## config.mk

```make
export PLATFORM = sky130hd
export DESIGN_NAME = fpu_op_feeder_flat
export DESIGN_NICKNAME = d
export VERILOG_FILES = /design/src/rtl/fpu_op_feeder_if.sv /design/src/rtl/fpu_op_feeder.sv /design/src/flat_wrapper.sv
export SDC_FILE = /design/constraint.sdc
export NUM_CORES = 1
export LEC_CHECK = 0
export ABC_CLOCK_PERIOD_IN_PS = 3050
export CORE_MARGIN = 4
export CORE_UTILIZATION = 45
export DETAILED_ROUTE_END_ITERATION = 6
export PLACE_DENSITY_LB_ADDON = 0.08
export SLEW_MARGIN = 20
export SYNTH_ARGS = -nofsm -noshare
export SYNTH_HDL_FRONTEND = slang
export SYNTH_SLANG_ARGS = --single-unit
```

## constraint.sdc

```tcl
create_clock -name clock100KHz -period 3.05 [get_ports clock100KHz]
set_clock_uncertainty 0.15 [all_clocks]
set_input_delay 0.305 -clock clock100KHz [delete_from_list [all_inputs] [get_ports clock100KHz]]
set_output_delay 0.305 -clock clock100KHz [all_outputs]
set_load 0.02 [all_outputs]
```

## src/rtl/fpu_op_feeder_if.sv

```systemverilog
// fpu_op_feeder_if: producer-side operand handshake and consumer-side result
// handshake of the fpu operand feeder, bundled so they travel as one port.
// master = the environment (producer + consumer), slave = the feeder itself.
interface fpu_op_feeder_if;
  logic        in_valid;
  logic        in_ready;
  logic [31:0] in_op_a;
  logic [31:0] in_op_b;
  logic        out_valid;
  logic        out_ready;
  logic [31:0] out_result;
  logic [3:0]  out_status;

  modport master (
    output in_valid, in_op_a, in_op_b, out_ready,
    input  in_ready, out_valid, out_result, out_status
  );

  modport slave (
    input  in_valid, in_op_a, in_op_b, out_ready,
    output in_ready, out_valid, out_result, out_status
  );
endinterface

```

## src/rtl/fpu_op_feeder.sv

```systemverilog
// fpu_op_feeder: queues operand pairs in a small FIFO, holds one pair at a time
// on registered fpu inputs for HOLD_CYCLES clocks, then captures the fpu result
// and status and offers them to a consumer over valid/ready.
// Optional build macro FPU_FEEDER_STICKY_EN adds sticky_clr / sticky_status,
// an OR-accumulation of every captured status word.
module fpu_op_feeder #(
  parameter int DEPTH       = 4,
  parameter int HOLD_CYCLES = 64
) (
  input  logic                   clock100KHz,
  input  logic                   reset,
  fpu_op_feeder_if.slave         bus,
  output logic [31:0]            fpu_op_a,
  output logic [31:0]            fpu_op_b,
  input  logic [31:0]            fpu_data_in,
  input  logic [3:0]             fpu_status_in,
  output logic [$clog2(DEPTH):0] fifo_count,
  output logic                   busy
`ifdef FPU_FEEDER_STICKY_EN
  ,
  input  logic                   sticky_clr,
  output logic [3:0]             sticky_status
`endif
);

  localparam int PW = $clog2(DEPTH);
  localparam int CW = $clog2(HOLD_CYCLES);
  localparam logic [PW:0]   FULL_COUNT = (PW + 1)'(DEPTH);
  localparam logic [CW-1:0] HOLD_LOAD  = CW'(HOLD_CYCLES - 1);

  typedef enum logic [1:0] {IDLE, WAIT, OUTPUT} state_t;

  state_t        state;
  state_t        state_next;
  logic [31:0]   mem_a [DEPTH];
  logic [31:0]   mem_b [DEPTH];
  logic [PW-1:0] wr_ptr;
  logic [PW-1:0] rd_ptr;
  logic [CW-1:0] hold_cnt;
  logic          push;
  logic          pop;
  logic          capture;
  logic          accept;

  assign bus.in_ready = (fifo_count < FULL_COUNT);
  assign push         = bus.in_valid && bus.in_ready;
  assign pop          = (state == IDLE) && (fifo_count != '0);
  assign capture      = (state == WAIT) && (hold_cnt == '0);
  assign accept       = (state == OUTPUT) && bus.out_valid && bus.out_ready;
  assign busy         = (state != IDLE);

  // Operand storage; contents need no reset because the pointers define validity.
  always_ff @(posedge clock100KHz) begin
    if (push) begin
      mem_a[wr_ptr] <= bus.in_op_a;
      mem_b[wr_ptr] <= bus.in_op_b;
    end
  end

  // FIFO pointers and occupancy; a same-edge push and pop leaves the count alone.
  always_ff @(posedge clock100KHz or negedge reset) begin
    if (!reset) begin
      wr_ptr     <= '0;
      rd_ptr     <= '0;
      fifo_count <= '0;
    end else begin
      if (push) wr_ptr <= wr_ptr + PW'(1);
      if (pop)  rd_ptr <= rd_ptr + PW'(1);
      case ({push, pop})
        2'b10:   fifo_count <= fifo_count + (PW + 1)'(1);
        2'b01:   fifo_count <= fifo_count - (PW + 1)'(1);
        default: fifo_count <= fifo_count;
      endcase
    end
  end

  // State register.
  always_ff @(posedge clock100KHz or negedge reset) begin
    if (!reset) state <= IDLE;
    else        state <= state_next;
  end

  // Next-state decode: issue, hold, then wait for the consumer to take the result.
  always_comb begin
    state_next = state;
    case (state)
      IDLE:    if (pop)     state_next = WAIT;
      WAIT:    if (capture) state_next = OUTPUT;
      OUTPUT:  if (accept)  state_next = IDLE;
      default: state_next = IDLE;
    endcase
  end

  // Issue registers, hold countdown and result capture/handoff.
  always_ff @(posedge clock100KHz or negedge reset) begin
    if (!reset) begin
      fpu_op_a       <= '0;
      fpu_op_b       <= '0;
      hold_cnt       <= '0;
      bus.out_valid  <= 1'b0;
      bus.out_result <= '0;
      bus.out_status <= '0;
    end else begin
      if (pop) begin
        fpu_op_a <= mem_a[rd_ptr];
        fpu_op_b <= mem_b[rd_ptr];
        hold_cnt <= HOLD_LOAD;
      end else if ((state == WAIT) && (hold_cnt != '0)) begin
        hold_cnt <= hold_cnt - CW'(1);
      end
      if (capture) begin
        bus.out_result <= fpu_data_in;
        bus.out_status <= fpu_status_in;
        bus.out_valid  <= 1'b1;
      end else if (accept) begin
        bus.out_valid  <= 1'b0;
      end
    end
  end

`ifdef FPU_FEEDER_STICKY_EN
  // Sticky status accumulation; a clear on the capture edge takes priority.
  always_ff @(posedge clock100KHz or negedge reset) begin
    if (!reset)          sticky_status <= '0;
    else if (sticky_clr) sticky_status <= '0;
    else if (capture)    sticky_status <= sticky_status | fpu_status_in;
  end
`endif

endmodule
```

## src/flat_wrapper.sv

```systemverilog
// flat-port wrapper written by rule: the top's interface ports become plain ports
module fpu_op_feeder_flat 
#(
  parameter int DEPTH       = 4,
  parameter int HOLD_CYCLES = 64
)
  (clock100KHz, reset, fpu_op_a, fpu_op_b, fpu_data_in, fpu_status_in, fifo_count, busy, bus_in_valid, bus_in_op_a, bus_in_op_b, bus_out_ready, bus_in_ready, bus_out_valid, bus_out_result, bus_out_status);
  fpu_op_feeder_if bus_i ();
  input  logic clock100KHz;
  input  logic reset;
  output logic [31:0] fpu_op_a;
  output logic [31:0] fpu_op_b;
  input  logic [31:0] fpu_data_in;
  input  logic [3:0] fpu_status_in;
  output logic [$clog2(DEPTH):0] fifo_count;
  output logic busy;
  input wire logic [$bits(bus_i.in_valid)-1:0] bus_in_valid;
  input wire logic [$bits(bus_i.in_op_a)-1:0] bus_in_op_a;
  input wire logic [$bits(bus_i.in_op_b)-1:0] bus_in_op_b;
  input wire logic [$bits(bus_i.out_ready)-1:0] bus_out_ready;
  output wire logic [$bits(bus_i.in_ready)-1:0] bus_in_ready;
  output wire logic [$bits(bus_i.out_valid)-1:0] bus_out_valid;
  output wire logic [$bits(bus_i.out_result)-1:0] bus_out_result;
  output wire logic [$bits(bus_i.out_status)-1:0] bus_out_status;
  assign bus_i.in_valid = bus_in_valid;
  assign bus_i.in_op_a = bus_in_op_a;
  assign bus_i.in_op_b = bus_in_op_b;
  assign bus_i.out_ready = bus_out_ready;
  assign bus_in_ready = bus_i.in_ready;
  assign bus_out_valid = bus_i.out_valid;
  assign bus_out_result = bus_i.out_result;
  assign bus_out_status = bus_i.out_status;
  fpu_op_feeder #(.DEPTH(DEPTH), .HOLD_CYCLES(HOLD_CYCLES)) u_core (.clock100KHz(clock100KHz), .reset(reset), .bus(bus_i), .fpu_op_a(fpu_op_a), .fpu_op_b(fpu_op_b), .fpu_data_in(fpu_data_in), .fpu_status_in(fpu_status_in), .fifo_count(fifo_count), .busy(busy));
endmodule
```

==> impl_metrics.xml <==
<?xml version="1.0" encoding="UTF-8"?>
<metrics>
  <group name="outcome">
    <metric name="run_status" unit="">completed</metric>
  </group>
  <group name="drt">
    <metric name="firstDrtPassIters" unit="">4</metric>
    <metric name="routed-via-count" unit="">6725</metric>
    <metric name="detail_route.iter0.violations" unit="">294</metric>
    <metric name="drc" unit="">0</metric>
    <metric name="final_antenna_net_count" unit="">0</metric>
    <metric name="routed_wirelength" unit="um">27400</metric>
    <metric name="via_per_inst" unit="">5.16</metric>
    <metric name="route.detailed.wl_per_inst" unit="um">21.0</metric>
  </group>
  <group name="setup_path">
    <metric name="r2r_start" unit="">u_core.hold_cnt[0]</metric>
    <metric name="crit_fanout" unit="">7</metric>
    <metric name="worstSetupEndpointType" unit="">output port</metric>
    <metric name="rr_endpoint" unit="">u_core.bus.out_result[26]</metric>
    <metric name="cp.required" unit="ns">2.59</metric>
    <metric name="timing.setup.critical_path_class" unit="">reg -&gt; out</metric>
    <metric name="timing.reg2reg.setup_slack" unit="ns">0.66</metric>
    <metric name="r2r_cells" unit="">5</metric>
    <metric name="critical_path.startpoint_type" unit="">flop</metric>
    <metric name="cp_data_arrival_time" unit="ns">2.03</metric>
  </group>
  <group name="pwr">
    <metric name="total_leakage_power" unit="nW">6.32</metric>
    <metric name="max-vdd-ir-drop" unit="V">0.000607</metric>
    <metric name="power_density" unit="nW/um^2">943</metric>
    <metric name="post-layout-total-power" unit="W">0.0168</metric>
  </group>
  <group name="clock_network">
    <metric name="cts_tree" unit="">done</metric>
    <metric name="cts_inserted_buffers" unit="">39</metric>
    <metric name="cts-resized-gates" unit="">0</metric>
    <metric name="root_buffer" unit="">sky130_fd_sc_hd__clkbuf_16</metric>
    <metric name="post_cts_buffers" unit="">0</metric>
    <metric name="clock_path_buffers" unit="">3</metric>
    <metric name="cts_hold_buffers" unit="">1</metric>
    <metric name="h_tree_lvl_count" unit="">2</metric>
    <metric name="worstSkewPairLatency" unit="ns">0.52</metric>
    <metric name="cts.sink_count" unit="">372</metric>
    <metric name="clk_transition_reported_paths" unit="ns">0.06</metric>
  </group>
  <group name="timing">
    <metric name="finalHoldViolations" unit="">0</metric>
    <metric name="fin_hold_ws" unit="ns">0.223</metric>
    <metric name="fin_crit" unit="ns">2.48</metric>
    <metric name="layout_worst_path_cycle_share" unit="%">81.5</metric>
    <metric name="max_slew.worst_pin.slew" unit="ns">0.684</metric>
    <metric name="setup_viol" unit="">0</metric>
    <metric name="worst_slack" unit="ns">0.565</metric>
    <metric name="slew_violations" unit="">0</metric>
    <metric name="timing.max_slew.rel_slack" unit="%">54.4</metric>
    <metric name="timing.fmax" unit="MHz">402</metric>
    <metric name="setup_repair_after_global_routing_missed_its_margin" unit="">no</metric>
    <metric name="post_route_setup_tns" unit="ns">0</metric>
  </group>
  <group name="floorplanning">
    <metric name="number_of_cell_rows" unit="">64</metric>
    <metric name="floorplan.die_area" unit="um^2">34000</metric>
    <metric name="io_pins" unit="">210</metric>
    <metric name="initial_core_util" unit="%">45.7</metric>
    <metric name="die-width" unit="um">184</metric>
    <metric name="floorplan.die.height" unit="um">184</metric>
    <metric name="coreArea" unit="um^2">30700</metric>
  </group>
  <group name="finish">
    <metric name="final_net_count" unit="">988</metric>
    <metric name="fin_util" unit="%">58.1</metric>
    <metric name="n_antenna_cell" unit="">0</metric>
    <metric name="area_growth_from_synthesis_to_layout" unit="%">27.3</metric>
    <metric name="drive_above_1_share" unit="%">26.9</metric>
  </group>
  <group name="placement">
    <metric name="buffer_ports.inserted" unit="">209</metric>
    <metric name="routability_driven_placement_congestion_ratio" unit="">0.766</metric>
    <metric name="pre_cts_slack" unit="ns">0.596</metric>
    <metric name="dp.final_hpwl" unit="um">17100</metric>
  </group>
  <group name="yosys">
    <metric name="synthesis.nets" unit="">750</metric>
    <metric name="synthFlopType" unit="">sky130_fd_sc_hd__edfxtp_1</metric>
    <metric name="synth_enable_flop_cells" unit="">256</metric>
    <metric name="post_synth_num_cell_types" unit="">46</metric>
    <metric name="post_synth.cell_area_avg" unit="um^2">21.9</metric>
    <metric name="synthesis.instances" unit="">638</metric>
    <metric name="seq_area_frac_synth" unit="%">75.6</metric>
    <metric name="yosysWarningCount" unit="">0</metric>
    <metric name="ys_ff_latch" unit="">372</metric>
    <metric name="synthTopCellsByArea" unit="">sky130_fd_sc_hd__edfxtp_1 55%, sky130_fd_sc_hd__dfrtp_1 21%, sky130_fd_sc_hd__mux4_2 10%</metric>
    <metric name="post_synth_instance_area" unit="um^2">14000</metric>
    <metric name="synthDominantAreaCellType" unit="">sky130_fd_sc_hd__edfxtp_1</metric>
    <metric name="asyncSetResetFlopFracSynth" unit="%">31.2</metric>
    <metric name="synth_top_area_share" unit="%">54.9</metric>
  </group>
  <group name="global_route">
    <metric name="wire_length_of_the_first_global_routing_pass" unit="um">42300</metric>
    <metric name="antenna_found_initial" unit="">2</metric>
    <metric name="grt_start_max_net_pins" unit="">68</metric>
    <metric name="grt_overflow_total" unit="">0</metric>
    <metric name="grt_usage" unit="%">16.1</metric>
    <metric name="grt_pass1_vias" unit="">7484</metric>
  </group>
  <group name="worst_hold_path">
    <metric name="min-delay-path-class" unit="">in -&gt; async</metric>
  </group>
  <group name="run">
    <metric name="drv_cap" unit="">0</metric>
  </group>
</metrics>
[worst max-delay path, stage by stage (launching register included)]
cell,delay [ns]
sky130_fd_sc_hd__dfrtp_1,0.45
sky130_fd_sc_hd__nor2_1,0.41
sky130_fd_sc_hd__inv_1,0.08
sky130_fd_sc_hd__clkdlybuf4s50_1,0.57
[registers in the layout, indices dropped and copies added, names as in the netlist]
| name | flops |
|---|---|
| u_core.bus.out_result | 32 |
| u_core.bus.out_status | 4 |
| u_core.bus.out_valid | 1 |
| u_core.fifo_count | 3 |
| u_core.fpu_op_a | 32 |
| u_core.fpu_op_b | 32 |
| u_core.hold_cnt | 6 |
| u_core.mem_a | 128 |
| u_core.mem_b | 128 |
| u_core.rd_ptr | 2 |
| u_core.state | 2 |
| u_core.wr_ptr | 2 |
[worst max path at each step]
stage	to	slack, ns	depth (start not counted)	from
floorplan	u_core.mem_a[2][0]	0.11	3	u_core.fifo_count[2]
global placement	u_core.mem_b[2][15]	0.65	4	bus_in_valid
detailed placement	u_core.fifo_count[1]	0.60	7	bus_in_valid
CTS	busy	0.54	3	u_core.state[1]
global route	busy	0.44	3	u_core.state[0]
finish	busy	0.57	3	u_core.state[1]
[kinds of logic (layout without fill, tap and decap cells)]
| logic type | Yosys count | in the layout | synth area share, % |
|---|---|---|---|
| DFF | 372 | 372 | 75.6 |
| muxes | 166 | 166 | 19.2 |
| buffers and inverters | 39 | 308 | 1.80 |
| and+or+nand+nor | 30 | 30 | 1.45 |
| AOI/OAI and AO/OA | 17 | 17 | 0.778 |
| adders and majority gates | 8 | 8 | 0.768 |
| xor gates and xnor gates | 6 | 6 | 0.375 |
[per-layer routing]
layer	vias up	part of all wire, %	global-route usage (%)
met5	-	0.080	0
met4	4	1.3	3.67
met3	31	7.4	3.99
met2	219	51	28.8
met1	3462	40	20.1
li1	3009	-	-
[synthesized netlist by cell type (2+ instances only)]
cell                       number
sky130_fd_sc_hd__clkbuf_1       8
sky130_fd_sc_hd__a21oi_1        4
sky130_fd_sc_hd__mux2_4        27
sky130_fd_sc_hd__ha_1           7
sky130_fd_sc_hd__inv_1         12
sky130_fd_sc_hd__xnor2_1        5
sky130_fd_sc_hd__buf_6          4
sky130_fd_sc_hd__mux2_2        73
sky130_fd_sc_hd__buf_4          6
sky130_fd_sc_hd__nor2b_1        2
sky130_fd_sc_hd__buf_12         2
sky130_fd_sc_hd__dfrtp_1      116
sky130_fd_sc_hd__nand2_1        6
sky130_fd_sc_hd__edfxtp_1     256
sky130_fd_sc_hd__and2_1         4
sky130_fd_sc_hd__nand3_1        2
sky130_fd_sc_hd__mux4_2        64
sky130_fd_sc_hd__mux2i_1        2
sky130_fd_sc_hd__buf_2          5
sky130_fd_sc_hd__o21ai_0        5
sky130_fd_sc_hd__nor2_1         3
[layout make-up]
type	count	area, um^2
fillers	2308	12800
clock inverters	11	67.6
inverters	13	51.3
multi-input cells	227	3170
flip-flops and latches	372	10600
well taps	396	495
clock buffers	61	1130
repair buffers	223	2310
[through the flow]
stage	cells	instance area (um^2)
4_1_cts	1303	17800
6_report	1303	17800
5_1_grt	1303	17800
3_3_place_gp	1230	16600
2_1_floorplan	638	14000
3_5_place_dp	1230	16600
[report_power, final]
group	internal, W	switching, W
sequential	0.00655	0.000653
clock	0.00255	0.00180
combinational	0.00287	0.00239
[cell usage in the layout (no fill, tap or decap), drive strengths merged, types with 10 or more instances in the layout]
cell	instances
clkbuf	61
mux4	64
mux2	100
buf	14
edfxtp	256
inv	14
clkinv	10
dfrtp	116
clkdlybuf4s50	208
(Power assumes the default switching activity.)
